**config.mk**
```make
export PLATFORM = sky130hd
export DESIGN_NAME = uart_cmd_parser
export DESIGN_NICKNAME = d
export VERILOG_FILES = /design/src/rtl/uart_cmd_parser.sv
export SDC_FILE = /design/constraint.sdc
export NUM_CORES = 1
export LEC_CHECK = 0
export ABC_AREA = 1
export CELL_PAD_IN_SITES_DETAIL_PLACEMENT = 1
export CELL_PAD_IN_SITES_GLOBAL_PLACEMENT = 2
export CORE_MARGIN = 2
export CORE_UTILIZATION = 32
export CTS_CLUSTER_SIZE = 10
export DETAILED_ROUTE_END_ITERATION = 8
export PLACE_DENSITY = 0.85
export RECOVER_POWER = 50
export SLEW_MARGIN = 5
export SYNTH_ARGS = -nofsm -noshare
export SYNTH_HDL_FRONTEND = slang
export SYNTH_SLANG_ARGS = --single-unit
```
**constraint.sdc**
```tcl
create_clock -name clk -period 3.9 [get_ports clk]
set_input_delay 1.17 -clock clk [delete_from_list [all_inputs] [get_ports clk]]
set_output_delay 1.17 -clock clk [all_outputs]
set_load 0.02 [all_outputs]
```
**src/rtl/uart_cmd_parser.sv**
```systemverilog
// Line-oriented ASCII command parser: decodes "<letter>[hex digits]<CR|LF>" from a
// UART byte stream into an opcode plus hex argument, with optional byte echo.
module uart_cmd_parser #(
  parameter  int ARG_DIGITS = 8,
  parameter  int ECHO       = 1,
  localparam int AW         = 4 * ARG_DIGITS,
  localparam int DW         = $clog2(ARG_DIGITS + 1)
) (
  input  logic          clk,
  input  logic          reset,
  input  logic [7:0]    rx_data,
  input  logic          rx_strobe,
  output logic [7:0]    echo_data,
  output logic          echo_strobe,
  output logic          cmd_valid,
  input  logic          cmd_ready,
  output logic [7:0]    cmd_op,
  output logic [AW-1:0] cmd_arg,
  output logic [DW-1:0] cmd_digits,
  output logic          cmd_error,
  output logic          overrun
);

  typedef enum logic [1:0] {IDLE, ARGS, DISCARD, HOLD} StateT;

  StateT         r_state;
  StateT         w_nextState;
  logic [7:0]    r_cmdOp;
  logic [7:0]    w_nextOp;
  logic [AW-1:0] r_cmdArg;
  logic [AW-1:0] w_nextArg;
  logic [DW-1:0] r_cmdDigits;
  logic [DW-1:0] w_nextDigits;
  logic          r_cmdValid;
  logic [7:0]    r_echoData;
  logic          r_echoStrobe;
  logic          r_cmdError;
  logic          r_overrun;
  logic          w_echo;
  logic          w_error;
  logic          w_overrun;
  logic          w_isLetter;
  logic          w_isTerm;
  logic          w_isSpace;
  logic          w_isHex;
  logic [3:0]    w_nibble;

  always_comb begin
    w_isHex  = 1'b0;
    w_nibble = 4'd0;
    if (rx_data >= 8'h30 && rx_data <= 8'h39) begin
      w_isHex  = 1'b1;
      w_nibble = rx_data[3:0];
    end else if (rx_data >= 8'h61 && rx_data <= 8'h66) begin
      w_isHex  = 1'b1;
      w_nibble = rx_data[3:0] + 4'd9;
    end else if (rx_data >= 8'h41 && rx_data <= 8'h46) begin
      w_isHex  = 1'b1;
      w_nibble = rx_data[3:0] + 4'd9;
    end
  end

  assign w_isLetter = (rx_data >= 8'h61) && (rx_data <= 8'h7A);
  assign w_isTerm   = (rx_data == 8'h0D) || (rx_data == 8'h0A);
  assign w_isSpace  = (rx_data == 8'h20);

  always_ff @(posedge clk or negedge reset) begin
    if (!reset) r_state <= IDLE;
    else        r_state <= w_nextState;
  end

  always_comb begin
    w_nextState  = r_state;
    w_nextOp     = r_cmdOp;
    w_nextArg    = r_cmdArg;
    w_nextDigits = r_cmdDigits;
    w_echo       = 1'b0;
    w_error      = 1'b0;
    w_overrun    = 1'b0;
    case (r_state)
      IDLE: if (rx_strobe) begin
        w_echo = 1'b1;
        if (w_isLetter) begin
          w_nextOp     = rx_data;
          w_nextArg    = '0;
          w_nextDigits = '0;
          w_nextState  = ARGS;
        end else if (!(w_isTerm || w_isSpace)) begin
          w_nextState = DISCARD;
        end
      end
      ARGS: if (rx_strobe) begin
        w_echo = 1'b1;
        if (w_isHex) begin
          if (r_cmdDigits == DW'(ARG_DIGITS)) begin
            w_nextState = DISCARD;
          end else begin
            w_nextArg    = (r_cmdArg << 4) | AW'(w_nibble);
            w_nextDigits = r_cmdDigits + DW'(1);
          end
        end else if (w_isTerm) begin
          w_nextState = HOLD;
        end else if (!w_isSpace) begin
          w_nextState = DISCARD;
        end
      end
      DISCARD: if (rx_strobe) begin
        w_echo = 1'b1;
        if (w_isTerm) begin
          w_error     = 1'b1;
          w_nextState = IDLE;
        end
      end
      HOLD: begin
        // Bytes arriving while a command is waiting cannot be buffered.
        w_overrun = rx_strobe;
        if (cmd_ready) w_nextState = IDLE;
      end
      default: w_nextState = IDLE;
    endcase
  end

  always_ff @(posedge clk or negedge reset) begin
    if (!reset) begin
      r_cmdOp      <= 8'd0;
      r_cmdArg     <= '0;
      r_cmdDigits  <= '0;
      r_cmdValid   <= 1'b0;
      r_echoData   <= 8'd0;
      r_echoStrobe <= 1'b0;
      r_cmdError   <= 1'b0;
      r_overrun    <= 1'b0;
    end else begin
      r_cmdOp      <= w_nextOp;
      r_cmdArg     <= w_nextArg;
      r_cmdDigits  <= w_nextDigits;
      r_cmdValid   <= (w_nextState == HOLD);
      r_echoStrobe <= w_echo && (ECHO != 0);
      r_cmdError   <= w_error;
      r_overrun    <= w_overrun;
      if (w_echo) r_echoData <= rx_data;
    end
  end

  assign cmd_op      = r_cmdOp;
  assign cmd_arg     = r_cmdArg;
  assign cmd_digits  = r_cmdDigits;
  assign cmd_valid   = r_cmdValid;
  assign echo_data   = r_echoData;
  assign echo_strobe = r_echoStrobe;
  assign cmd_error   = r_cmdError;
  assign overrun     = r_overrun;

endmodule

```
# --- Word-level counts from Yosys, hierarchy flattened ---
# Index checks and enable logic that the tools add are counted.
totals:
  reg_bits: 58
  in_bits: 12
  wordCells: 79
classes:
  mux: 36
  n_reduce_logical: 11
  eq_ne: 13
  n_bitwise: 1
  add_sub_neg: 2
  order_cmp: 7
ops:
  columns: ["op", "count"]
  rows:
  - ["32-bit 2-to-1 mux", 5]
  - ["32-bit one-hot mux with 2 select lines", 1]
  - ["4-bit 2-to-1 mux", 8]
  - ["32-bit by 4-bit OR with 32-bit output", 1]
  - ["8-bit by 7-bit less-or-equal comparator with 1-bit output (second input constant)", 3]
  - ["2-bit 2-to-1 mux", 11]
  - ["8-bit by 4-bit equality test with 1-bit output (second input constant)", 2]
  - ["8-bit by 7-bit greater-or-equal comparator with 1-bit output (second input constant)", 2]
  - ["2-bit != test (second input constant)", 5]
  - ["1-bit 2-to-1 mux", 9]
  - ["8-bit by 6-bit equality test with 1-bit output (second input constant)", 1]
  - ["8-bit by 6-bit greater-or-equal comparator with 1-bit output (second input constant)", 1]
  - ["8-bit by 6-bit less-or-equal comparator with 1-bit output (second input constant)", 1]
  - ["2-bit one-hot mux with 4 select lines", 1]
  - ["4-bit one-hot mux with 2 select lines", 1]
  - ["2-bit equality test (second input constant)", 3]
  - ["6-bit AND reduction", 1]
  - ["4-bit by 1-bit adder with 4-bit output (second input constant)", 1]
  - ["4-bit adder (second input constant)", 1]
  - ["4-bit equality test (second input constant)", 1]
  - ["1-bit logical AND", 4]
  - ["3-bit AND reduction", 1]
  - ["3-bit OR reduction", 1]
  - ["2-bit by 1-bit equality test with 1-bit output (second input constant)", 1]
  - ["other kinds (3)", 4]

# --- Logic depth before layout (Yosys ltp) ---
depth:
  depth_word: 10
  depth_mapped: 13
  ltp_nobuf: 13

# --- Worst setup path after synthesis ---
# Ideal clock, no wire load.
synth_timing:
  path_kind: "input-to-reg"
  start: "input rx_data[1]"
  end: "register r_cmdArg[10] (netlist: cmd_arg[10])"
  setup_slack_ps: 1498
  setup_ps: 125
  path_buffers: 1
  cell_stages: 12
  arrival_time_ps: 2277
  path_cell_list: "inv_1 -> ha_1 -> inv_1 -> nand3_1 -> nand3_2 -> nand2_4 -> inv_4 -> nand2_2 -> nand3_4 -> inv_4 -> buf_6 -> o22ai_2"
synth_between:
  elab_chain_len: 7
  word_cells_on_any_way: 17
  classes_between: "order compare (7); eq/ne (2); mux (3); reduce/logical (5)"
synth_rtl:
  columns: ["element", "line_no", "source"]
  rows:
  - ["start, declared", "11", "input logic [7:0] rx_data,"]
  - ["8-bit by 7-bit greater-or-equal comparator with 1-bit output / 8-bit by 7-bit less-or-equal comparator with 1-bit output (equally long branches)", "57", "end else if (rx_data >= 8'h41 && rx_data <= 8'h46) begin"]
  - ["1-bit logical AND", "57", null]
  - ["1-bit 2-to-1 mux", "57", null]
  - ["1-bit 2-to-1 mux", "54", "end else if (rx_data >= 8'h61 && rx_data <= 8'h66) begin"]
  - ["1-bit 2-to-1 mux", "51", "if (rx_data >= 8'h30 && rx_data <= 8'h39) begin"]
  - ["2-bit != test (no line)", null, null]
  - ["6-bit AND reduction (no line) (*)", null, null]
  - ["end signal, assigned", "135", "r_cmdArg <= w_nextArg;"]
  - ["end, declared", "30", "logic [AW-1:0] r_cmdArg;"]
# Every way passes the cells marked *; elsewhere a longest branch is shown, timed or not.
# A chain may end at the register's enable or synchronous reset.

# --- Worst setup path in the final report ---
layout_timing:
  start: "input rx_data[0]"
  end: "register r_cmdArg[0] (netlist: cmd_arg[0])"
layout_between:
  elab_chain_len: 10
  word_cells_on_any_way: 26
  classes_between: "add/sub (1); order compare (7); eq/ne (2); mux (10); bitwise (1); reduce/logical (5)"
layout_rtl:
  columns: ["element", "line_no", "source"]
  rows:
  - ["8-bit by 7-bit greater-or-equal comparator with 1-bit output / 8-bit by 7-bit less-or-equal comparator with 1-bit output (equally long branches)", "57", null]
  - ["1-bit logical AND", "57", null]
  - ["4-bit 2-to-1 mux", "57", null]
  - ["4-bit 2-to-1 mux", "54", null]
  - ["4-bit 2-to-1 mux", "51", null]
  - ["32-bit by 4-bit OR with 32-bit output", "98", "w_nextArg = (r_cmdArg << 4) | AW'(w_nibble);"]
  - ["32-bit 2-to-1 mux", "95", "if (r_cmdDigits == DW'(ARG_DIGITS)) begin"]
  - ["32-bit 2-to-1 mux", "94", "if (w_isHex) begin"]
  - ["32-bit 2-to-1 mux", "92", "ARGS: if (rx_strobe) begin"]
  - ["32-bit one-hot mux with 2 select lines", "80", "case (r_state)"]
# Several ways; a longest one is shown, not always the timed one. The select of a mux whose other input is x is not followed.

==> results.ini <==
[status]
outcome = finished with violations
violations = capacitance limit, slew limit

[routing]
via_per_inst = 4.59
drcViolationCount = 0
dr.pass1.iters = 4
wl_per_cell_um = 15.0
routed_wl_mm = 7.11
drt_iter0_drc = 70
postRouteAntennaNets = 0
vias = 2171

[sta]
rsz0062_at_grt = false
drv_slew = 46
max_slew_margin_pct = -61.7
hold_violations = 0
worst_pin_slew_ns = 2.43
skew_ns = 0.0107
finalCritPeriodShare_pct = 83.3
timing.fmax_mhz = 308
setup-tns-final_ns = 0
fin_crit_ns = 3.25
setup_viol = 0

[power]
power.share.clock_pct = 36.8
power_frac_seq_pct = 40.1
p_total_mw = 1.74
netSwitchingFraction_pct = 31.0
power_leakage_nw = 1.70
p_comb_share_pct = 23.1
netSwitchingPower_mw = 0.538
pwr_density_cell_nw_per_um2 = 461
p_int_mw = 1.20
ir_drop_uv = 237

[cells_and_area]
multiInputGateArea_um2 = 1070
drive_above_1_share_pct = 17.5
area_delta_synth_final_pct = 34.4
nets = 378
fillers = 998
diodes = 0
fin_util_pct = 43.8
ff_latch_area_um2 = 1450

[synth]
ys_types = 30
syn_nets = 306
yosys.area.top_type = dfrtp_1
synth_top_area_share_pct = 51.8
synth-seq-area-share_pct = 51.8
synth-main-ff-cell = dfrtp_1
synth-edff-count = 0
synth_top_cells_by_count = 58 x dfrtp_1, 58 x nand2_1, 49 x inv_1
synth_area_um2 = 2800
yosysWarnings = 0
ys_async_sr_fraction_pct = 100
ys_ff_latch = 58
syn_inst = 288
synth_area_leaders = dfrtp_1 52%, o22ai_2 10%, nand2_1 7.8%
syn_avg_cell_area_um2 = 9.73

[clocking]
postCtsHoldBufs = 0
cts_tree = built
clock-root-buffer = clkbuf_8
clkSinkCount = 58
path_clk_slew_ns = 0.07
numCtsBuffers = 9
ctsLongestPathBuffers = 2
cts-resized-gates = 0
cts_setup_buffers = 0
clock_latency_ns = 0.34
h-tree-depth = 3

[grt]
grt_use_total_pct = 15.7
grt_pass1_vias = 2376
grt_antenna_before_repair = 0
grt_max_degree = 46
grt_overflow = 0
grt_pass1_wl_mm = 11.8

[setup_path]
crit_path_max_fanout = 34
cpMaxStageDelayCell = clkdlybuf4s50_1
critPathRequiredTime_ns = 4.16
critPathTopFamily = buffers and inverters
critical_path_class = in -> reg
crit_path_cell_trace = clkdlybuf4s50_1, inv_1, ha_1, nand2_2, nor2_2, nand2_1, nand3_1, nand2_1, nand3_4, inv_4, nand3_1, o21ai_2
crit_buf_inv = 3
slowest_delay_ns = 0.60
worstSetupStartpointType = primary input
end_kind = register
arrival_ns = 3.51

[floorplanning]
die_y_um = 97.6
die_x_um = 97.6
dieArea_um2 = 9520
core_um2 = 8590
rows = 34
num_io_pins = 68
start_util_pct = 32.6

[place]
portBuffers = 67
place_hpwl_mm = 4.99
place_congestion = 0.770

[run]
drv_cap = 1

[min_path]
hold_path.class = reg -> reg

## placed cells by master, fill, tap and decap left out, types with 2 or more instances in the layout
cell type        Yosys  layout
dfrtp_1             58      58
inv_1               49      49
o21ai_1              2       2
inv_2                3       3
nand2_2              4       4
nor2_2               3       3
clkdlybuf4s50_1      0      47
bufinv_16            0       2
nand3_2              2       2
dlygate4sd3_1        0      19
clkbuf_8             0      11
nand2_1             58      58
nand3_1             15      15
nand3_4              2       2
ha_1                 6       6
nor2_1              15      15
nand2_4              2       2
a21oi_1              2       2
o21ai_0             19      19
o22ai_2             23      23
xor2_1               4       4
inv_4                2       2
o21ai_2              5       5
clkbuf_1             1       4
## flip-flops by register name (all words and copies together), names as in the netlist
register,flops
cmd_arg,32
echo_strobe,1
echo_data,8
r_state,2
cmd_valid,1
overrun,1
cmd_error,1
cmd_op,8
cmd_digits,4
## worst paths after layout
| path | from | slack [ns] | cells after the start | end |
|---|---|---|---|---|
| min in group asynchronous | reset | 1.57 | 1 | cmd_op[5]$_DFFE_PN0P_ |
| hold / removal | cmd_op[5]$_DFFE_PN0P_ | 0.46 | 2 | cmd_op[5]$_DFFE_PN0P_ |
| hold reg to reg | cmd_op[5]$_DFFE_PN0P_ | 0.46 | 2 | cmd_op[5]$_DFFE_PN0P_ |
| max in group asynchronous | reset | 0.95 | 1 | r_state[0]$_DFF_PN0_ |
| setup / recovery | rx_data[0] | 0.65 | 12 | cmd_arg[0]$_DFFE_PN0P_ |
| setup reg to reg | cmd_digits[0]$_DFFE_PN0P_ | 1.84 | 11 | cmd_arg[0]$_DFFE_PN0P_ |
## power by group through the flow
stage               registers, mW  clock network (mW)  logic, mW
global placement            0.703                   0      0.405
detailed placement          0.706                   0      0.410
floorplan                   0.758                   0      0.208
CTS                         0.696               0.658      0.414
global route                0.702               0.685      0.443
finish                      0.696               0.640      0.402
## cells by family (layout without fill, tap and decap cells)
family,after synthesis,count (layout),synth area share [%]
compound gates,52,52,16.3
xor+xnor,4,4,1.25
fa+ha+maj,6,6,2.68
buf+inv,62,139,10.0
flops,58,58,51.8
simple gates,106,106,18.0
## stage by stage
step / hold WS, ns / instance area, um^2 / std cells / setup slack [ns]
after global routing: 0.499 / 3770 / 473 / 0.419
after CTS: 0.473 / 3770 / 473 / 0.652
final: 0.464 / 3770 / 473 / 0.653
after detailed placement: 0.454 / 3550 / 457 / 0.363
after global placement: 0.447 / 3550 / 457 / 0.469
after floorplan: 0.563 / 2800 / 288 / 1.50
## layout make-up
| cell class | instances | area share (%) |
|---|---|---|
| multi-input combinational | 168 | 28.4 |
| clock inverter | 4 | 1.96 |
| sequential | 58 | 38.5 |
| tap | 108 | 3.59 |
| timing repair buffer | 69 | 17.8 |
| clock buffer | 12 | 4.12 |
| inverter | 54 | 5.51 |
## worst reg2reg max path, cell delays in order (launching register included)
cell     delay (ns)
dfrtp_1        0.39
inv_1          0.10
ha_1           0.20
nand2_1        0.06
nor2_1         0.07
nand2_1        0.07
nand3_1        0.06
inv_1          0.16
nand3_4        0.17
inv_4          0.42
nand3_1        0.21
o21ai_2        0.08
## per-layer routing
layer / up-vias / global-route usage [%] / routed length, um
li1: 1062 / - / -
met1: 1070 / 20.8 / 3300
met2: 33 / 25.0 / 3560
met3: 6 / 3.67 / 180
met4: 0 / 6.09 / 68
met5: - / 0 / 0
No activity file was read; power rests on OpenSTA's default activity.
